<file path="config.mk">
export PLATFORM = sky130hd
export DESIGN_NAME = seg7_monitor_flat
export DESIGN_NICKNAME = d
export VERILOG_FILES = /design/src/rtl/seg7_monitor_if.sv /design/src/rtl/seg7_monitor.sv /design/src/flat_wrapper.sv
export SDC_FILE = /design/constraint.sdc
export NUM_CORES = 1
export LEC_CHECK = 0
export ABC_AREA = 1
export BUFFER_PORTS_ARGS = -buffer_cell sky130_fd_sc_hd__buf_2
export CORE_MARGIN = 5
export CORE_UTILIZATION = 53
export CTS_CLUSTER_SIZE = 10
export DETAILED_ROUTE_END_ITERATION = 7
export GPL_TIMING_DRIVEN = 0
export PLACE_DENSITY = 0.76
export SYNTH_ARGS = -nofsm -noshare
export SYNTH_HDL_FRONTEND = slang
export SYNTH_SLANG_ARGS = --single-unit
</file>
<file path="constraint.sdc">
create_clock -name clk -period 1.5 [get_ports clk]
set_clock_uncertainty 0.15 [all_clocks]
set_input_delay 0.3 -clock clk [delete_from_list [all_inputs] [get_ports clk]]
set_output_delay 0.3 -clock clk [all_outputs]
set_load 0.01 [all_outputs]
</file>
<file path="src/rtl/seg7_monitor_if.sv">
// Bus between the seg7 drive path and the seg7_monitor readback block.
// The master drives the segment lines; the slave (monitor) reports decoded results.
interface seg7_monitor_if;
  logic [6:0] seg7;
  logic [3:0] bin;
  logic       valid;
  logic       invalid;
  logic [1:0] dir;
  logic [7:0] step_err_cnt;

  modport master (output seg7, input bin, valid, invalid, dir, step_err_cnt);
  modport slave  (input seg7, output bin, valid, invalid, dir, step_err_cnt);
endinterface

</file>
<file path="src/rtl/seg7_monitor.sv">
// Debounces a 7-segment bus, decodes it back to hex and classifies each new value.
// Define SEG7_MON_STATS_EN to build the saturating jump counter on step_err_cnt.
module seg7_monitor #(
  parameter int STABLE_CYCLES  = 4,
  parameter bit SEG_ACTIVE_LOW = 1'b0
) (
  input  logic         clk,
  input  logic         rst,
  seg7_monitor_if.slave bus
);

  typedef enum logic [1:0] {EMPTY, SETTLE, LOCKED} state_t;
  typedef enum logic [1:0] {
    DIR_NONE = 2'b00,
    DIR_UP   = 2'b01,
    DIR_DOWN = 2'b10,
    DIR_JUMP = 2'b11
  } dir_t;

  localparam logic [7:0] CNT_MAX = 8'(STABLE_CYCLES - 1);

  state_t     state, state_nxt;
  dir_t       dir_q, dir_new;
  logic [6:0] seg_in, s_q, last_pat;
  logic [7:0] cnt;
  logic [3:0] prev, bin_q, dec_val, prev_up, prev_dn;
  logic       valid_q, invalid_q, dec_ok, same, accept;

  function automatic logic [4:0] decode(input logic [6:0] p);
    case (p)
      7'h3F:   decode = {1'b1, 4'h0};
      7'h06:   decode = {1'b1, 4'h1};
      7'h5B:   decode = {1'b1, 4'h2};
      7'h4F:   decode = {1'b1, 4'h3};
      7'h66:   decode = {1'b1, 4'h4};
      7'h6D:   decode = {1'b1, 4'h5};
      7'h7D:   decode = {1'b1, 4'h6};
      7'h07:   decode = {1'b1, 4'h7};
      7'h7F:   decode = {1'b1, 4'h8};
      7'h6F:   decode = {1'b1, 4'h9};
      7'h77:   decode = {1'b1, 4'hA};
      7'h7C:   decode = {1'b1, 4'hB};
      7'h39:   decode = {1'b1, 4'hC};
      7'h5E:   decode = {1'b1, 4'hD};
      7'h79:   decode = {1'b1, 4'hE};
      7'h71:   decode = {1'b1, 4'hF};
      default: decode = 5'h00;
    endcase
  endfunction

  assign seg_in             = SEG_ACTIVE_LOW ? ~bus.seg7 : bus.seg7;
  assign same               = (seg_in == s_q);
  assign {dec_ok, dec_val}  = decode(s_q);
  assign prev_up            = prev + 4'd1;
  assign prev_dn            = prev - 4'd1;

  // Fires only on the edge the run length reaches STABLE_CYCLES, so a held pattern fires once.
  assign accept = same && (s_q != 7'h00) && (cnt == CNT_MAX - 8'd1) && (s_q != last_pat);

  always_comb begin
    // NOTE: every combinational output gets a default first so no latch is inferred.
    dir_new = DIR_JUMP;
    if (state == EMPTY)        dir_new = DIR_NONE;
    else if (dec_val == prev_up) dir_new = DIR_UP;
    else if (dec_val == prev_dn) dir_new = DIR_DOWN;
    else if (dec_val == prev)    dir_new = DIR_NONE;
  end

  always_comb begin
    state_nxt = state;
    unique case (state)
      EMPTY:   if (accept && dec_ok) state_nxt = LOCKED;
      LOCKED:  if (seg_in != last_pat) state_nxt = SETTLE;
      SETTLE:  if (accept || seg_in == last_pat) state_nxt = LOCKED;
      default: state_nxt = EMPTY;
    endcase
  end

  // NOTE: sequential state uses non-blocking assignments so every register sees pre-edge values.
  always_ff @(posedge clk or negedge rst) begin
    if (!rst) begin
      state     <= EMPTY;
      s_q       <= '0;
      cnt       <= '0;
      last_pat  <= '0;
      prev      <= '0;
      bin_q     <= '0;
      dir_q     <= DIR_NONE;
      valid_q   <= 1'b0;
      invalid_q <= 1'b0;
    end else begin
      state     <= state_nxt;
      s_q       <= seg_in;
      valid_q   <= 1'b0;
      invalid_q <= 1'b0;
      if (!same || seg_in == 7'h00) cnt <= '0;
      else if (cnt != CNT_MAX)      cnt <= cnt + 8'd1;
      if (accept) begin
        last_pat <= s_q;
        if (dec_ok) begin
          bin_q   <= dec_val;
          dir_q   <= dir_new;
          prev    <= dec_val;
          valid_q <= 1'b1;
        end else begin
          invalid_q <= 1'b1;
        end
      end
    end
  end

  assign bus.bin     = bin_q;
  assign bus.dir     = dir_q;
  assign bus.valid   = valid_q;
  assign bus.invalid = invalid_q;

`ifdef SEG7_MON_STATS_EN
  logic [7:0] err_q;

  always_ff @(posedge clk or negedge rst) begin
    if (!rst)                                                   err_q <= '0;
    else if (accept && dec_ok && dir_new == DIR_JUMP && err_q != 8'hFF) err_q <= err_q + 8'd1;
  end

  assign bus.step_err_cnt = err_q;
`else
  assign bus.step_err_cnt = 8'h00;
`endif

endmodule

</file>
<file path="src/flat_wrapper.sv">
// flat-port wrapper written by rule: the top's interface ports become plain ports
module seg7_monitor_flat 
#(
  parameter int STABLE_CYCLES  = 4,
  parameter bit SEG_ACTIVE_LOW = 1'b0
)
  (clk, rst, bus_seg7, bus_bin, bus_valid, bus_invalid, bus_dir, bus_step_err_cnt);
  seg7_monitor_if bus_i ();
  input  logic clk;
  input  logic rst;
  input wire logic [$bits(bus_i.seg7)-1:0] bus_seg7;
  output wire logic [$bits(bus_i.bin)-1:0] bus_bin;
  output wire logic [$bits(bus_i.valid)-1:0] bus_valid;
  output wire logic [$bits(bus_i.invalid)-1:0] bus_invalid;
  output wire logic [$bits(bus_i.dir)-1:0] bus_dir;
  output wire logic [$bits(bus_i.step_err_cnt)-1:0] bus_step_err_cnt;
  assign bus_i.seg7 = bus_seg7;
  assign bus_bin = bus_i.bin;
  assign bus_valid = bus_i.valid;
  assign bus_invalid = bus_i.invalid;
  assign bus_dir = bus_i.dir;
  assign bus_step_err_cnt = bus_i.step_err_cnt;
  seg7_monitor #(.STABLE_CYCLES(STABLE_CYCLES), .SEG_ACTIVE_LOW(SEG_ACTIVE_LOW)) u_core (.clk(clk), .rst(rst), .bus(bus_i));
endmodule
</file>
==> run metrics <==
r2r setup slk=-0.42 ns; pwr/cell area=643.9 nW/um^2; worst hold slack=0.02407 ns; Final WS setup=-0.4196 ns; Max H-tree Level=2; number of max-cap violations=0; RSZ-0062 raised after global routing=true; status=finished with violations; core area=approximately 4400 sq um; die width=77.22 microns; Initial Utilization=a little over half; layout cells sized above 1=between 40% and 50%; fill cell count=approximately 300; fin crit period=1.920 ns; CP max FO=5; # IOs=25; largest net degree at the start of global routing=33; CTS tree=done; Worst-path clk slew=0.07 ns; GPL Wtd Cong=0.8936; largest family of logic cells by synthesized area=simple AND/OR/NAND/NOR gates; Max transition margin=51.82%; Max Buffers Root-to-Sink=2; register area share after synthesis=33.44%; overall power=2.070 mW; Compound-Gate Fraction of Synth Area=3.762%; Detailed Route WL=around 6.3 mm; drt first pass iters=4; number of nets with antenna violations after routing=0; wire length per cell=between 15 and 20 microns; EDFF count, synth=0; fin crit share=128.0%; area of the mapped netlist=between 2000 and 2500 sq um; hpwl dp=~3.8 mm; DRC viols=0; Synth Area per Inst=7.531 sq um; row count=24; total CTS buffers=5; Synth async-reset ratio=100.0%; clk sink count=32; Area Overhead vs Synth=34.22%; Synth Area in Simple Gates=a little over two fifths; initial antenna violation count=0; pre-CTS setup slack=-0.3433 ns; WHS Path Cells=1; setup violators final=25; Port Buffers=16; final net count=379; Skew-Pair Late Insertion Delay=roughly 0.28 ns; multiplexer share of the synthesized area=0%; DR vias=2203; reg2reg path depth=13; failing checks=negative setup slack; Total GRT Usage=18.63%; CP Capture Point=u_core.bus.dir[1]; root buffer cell=clkbuf_8; vias in the first global route=around 2000; Critical Path RT=1.52 ns; Slew @ Worst Pin=0.7226 ns; dominant synthesized flop cell=dfrtp_1; Reg-to-Reg End=u_core.bus.dir[1]; leakage power=1.620 nW; Post-Syn Instances=approximately 320; post-synthesis cell type count=29; maximum VDD drop=664.9 uV; DIE AREA=5963 sq um; Fin. Hold Viols=0; YS warnings=0; Worst Setup Start Kind=flop; CP endpoint kind=flop; post-synth top area cell=dfrtp_1; setup TNS=-7.163 ns; synth top area cells=dfrtp_1 (33%), nand2_1 (13%), xor2_1 (6.2%); first-pass GRT wire length=9.108 mm; via/cell ratio=5.258; XOR/XNOR Fraction of Synth Area=9.143%; total grt overflow=0; Die Y-Extent=about 77 microns; worst reg2reg startpoint=u_core.s_q[0]; Hold Path Class=input pin to flop; Achievable Freq=0.5210 GHz; CP Launch Point=u_core.s_q[0]; Seq cells post-synth=32; Antenna Cells=0; synthesized-area fraction occupied by adder cells=2.090%; Slew Limit Fails=0; DRT iter0 DRCs=159; Crit Path Category=flop to flop; Crit path arrival time=1.94 ns; Yosys top cell area share=33.44%; Post-Route Utilization=73.32%
==> Yosys cell counts, types with 7 or more instances <==
library cell	n
a21oi_1	7
buf_4	13
dfrtp_1	32
inv_1	22
inv_2	7
nand2_1	80
nand2_2	14
nand3_1	28
nor2_1	37
nor2_2	9
nor2_4	7
o21ai_1	10
xnor2_1	8
xor2_1	17
==> per-layer routing <==
layer  up-vias  global-route usage (%)  wire length, microns
met5         -                       0                     0
met4         0                   4.296                   239
met3        22                   3.864                   318
met2        80                   32.15                  3231
met1      1026                   23.73                  2501
li1       1075                       -                     -
==> worst min-delay path by stage <==
stage,start,end,slack [ns]
floorplan,rst,u_core.bus.dir[0],-0.15
global placement,rst,u_core.s_q[6],0.24
detailed placement,rst,u_core.last_pat[0],0.25
CTS,bus_seg7[0],u_core.s_q[0],0.02
global route,bus_seg7[0],u_core.s_q[0],0.02
finish,bus_seg7[6],u_core.s_q[6],0.02
==> flip-flops by register name, indices dropped and copies added, names as in the netlist <==
signal              cells
u_core.bus.invalid      1
u_core.bus.dir          2
u_core.state            2
u_core.cnt              8
u_core.prev             4
u_core.s_q              7
u_core.last_pat         7
u_core.bus.valid        1
==> timing repair <==
action	CTS	global route
endpoints found under the hold margin	32	0
endpoints found under the setup margin	25	25
gates cloned	1	0
hold buffers	1	0
gates resized for setup	45	44
setup buffers	8	8
pin swaps	23	25
==> kinds of logic after synthesis <==
| family | after synthesis |
|---|---|
| simple gates | 195 |
| buf+inv | 43 |
| flops | 32 |
| xor+xnor | 25 |
| compound gates | 18 |
| fa+ha+maj | 4 |
| other cells | 1 |
==> power breakdown <==
group	internal, mW	total [mW]	switching, mW
sequential	0.900	0.940	0.0396
combinational	0.170	0.435	0.266
clock	0.374	0.694	0.320
==> critical path, stage by stage (launching register included) <==
cell and delay, ns:
dfrtp_2 0.45, buf_12 0.16, nand2_8 0.08, nor2_4 0.04
nand2_1 0.10, nand2_2 0.10, nor2_8 0.17, nand2_4 0.07
nand2_2 0.05, nand2_1 0.04, nor2_1 0.13, nand2_1 0.11
nand3_1 0.08, nand2_1 0.06
==> cell type report <==
type	instances	area [sq um]	share of cell area [%]
Timing Repair Buffer	34	245.2	7.629
Tap cell	52	65.06	2.024
Multi-Input combinational cell	250	1752	54.50
Sequential cell	32	803.3	24.99
Clock buffer	8	90.09	2.803
Inverter	29	131.4	4.087
Buffer	14	127.6	3.970
==> through the flow <==
stage | area [sq um] | std cells
CTS | 2973 | 411
detailed placement | 2636 | 393
global placement | 2636 | 393
finish | 3214 | 419
global route | 3214 | 419
floorplan | 2491 | 325
==> cells in the final DEF (no fill, tap or decap), drive strengths merged, types with 7 or more instances in the layout <==
master | Yosys | layout
buf | 14 | 47
a21oi | 7 | 7
inv | 29 | 28
xor2 | 17 | 17
o21ai | 11 | 11
clkbuf | 0 | 8
nor2 | 55 | 55
xnor2 | 8 | 8
nand2 | 98 | 98
dfrtp | 32 | 32
conb | 1 | 8
nand3 | 30 | 30
No activity file was read; power rests on OpenSTA's default activity.
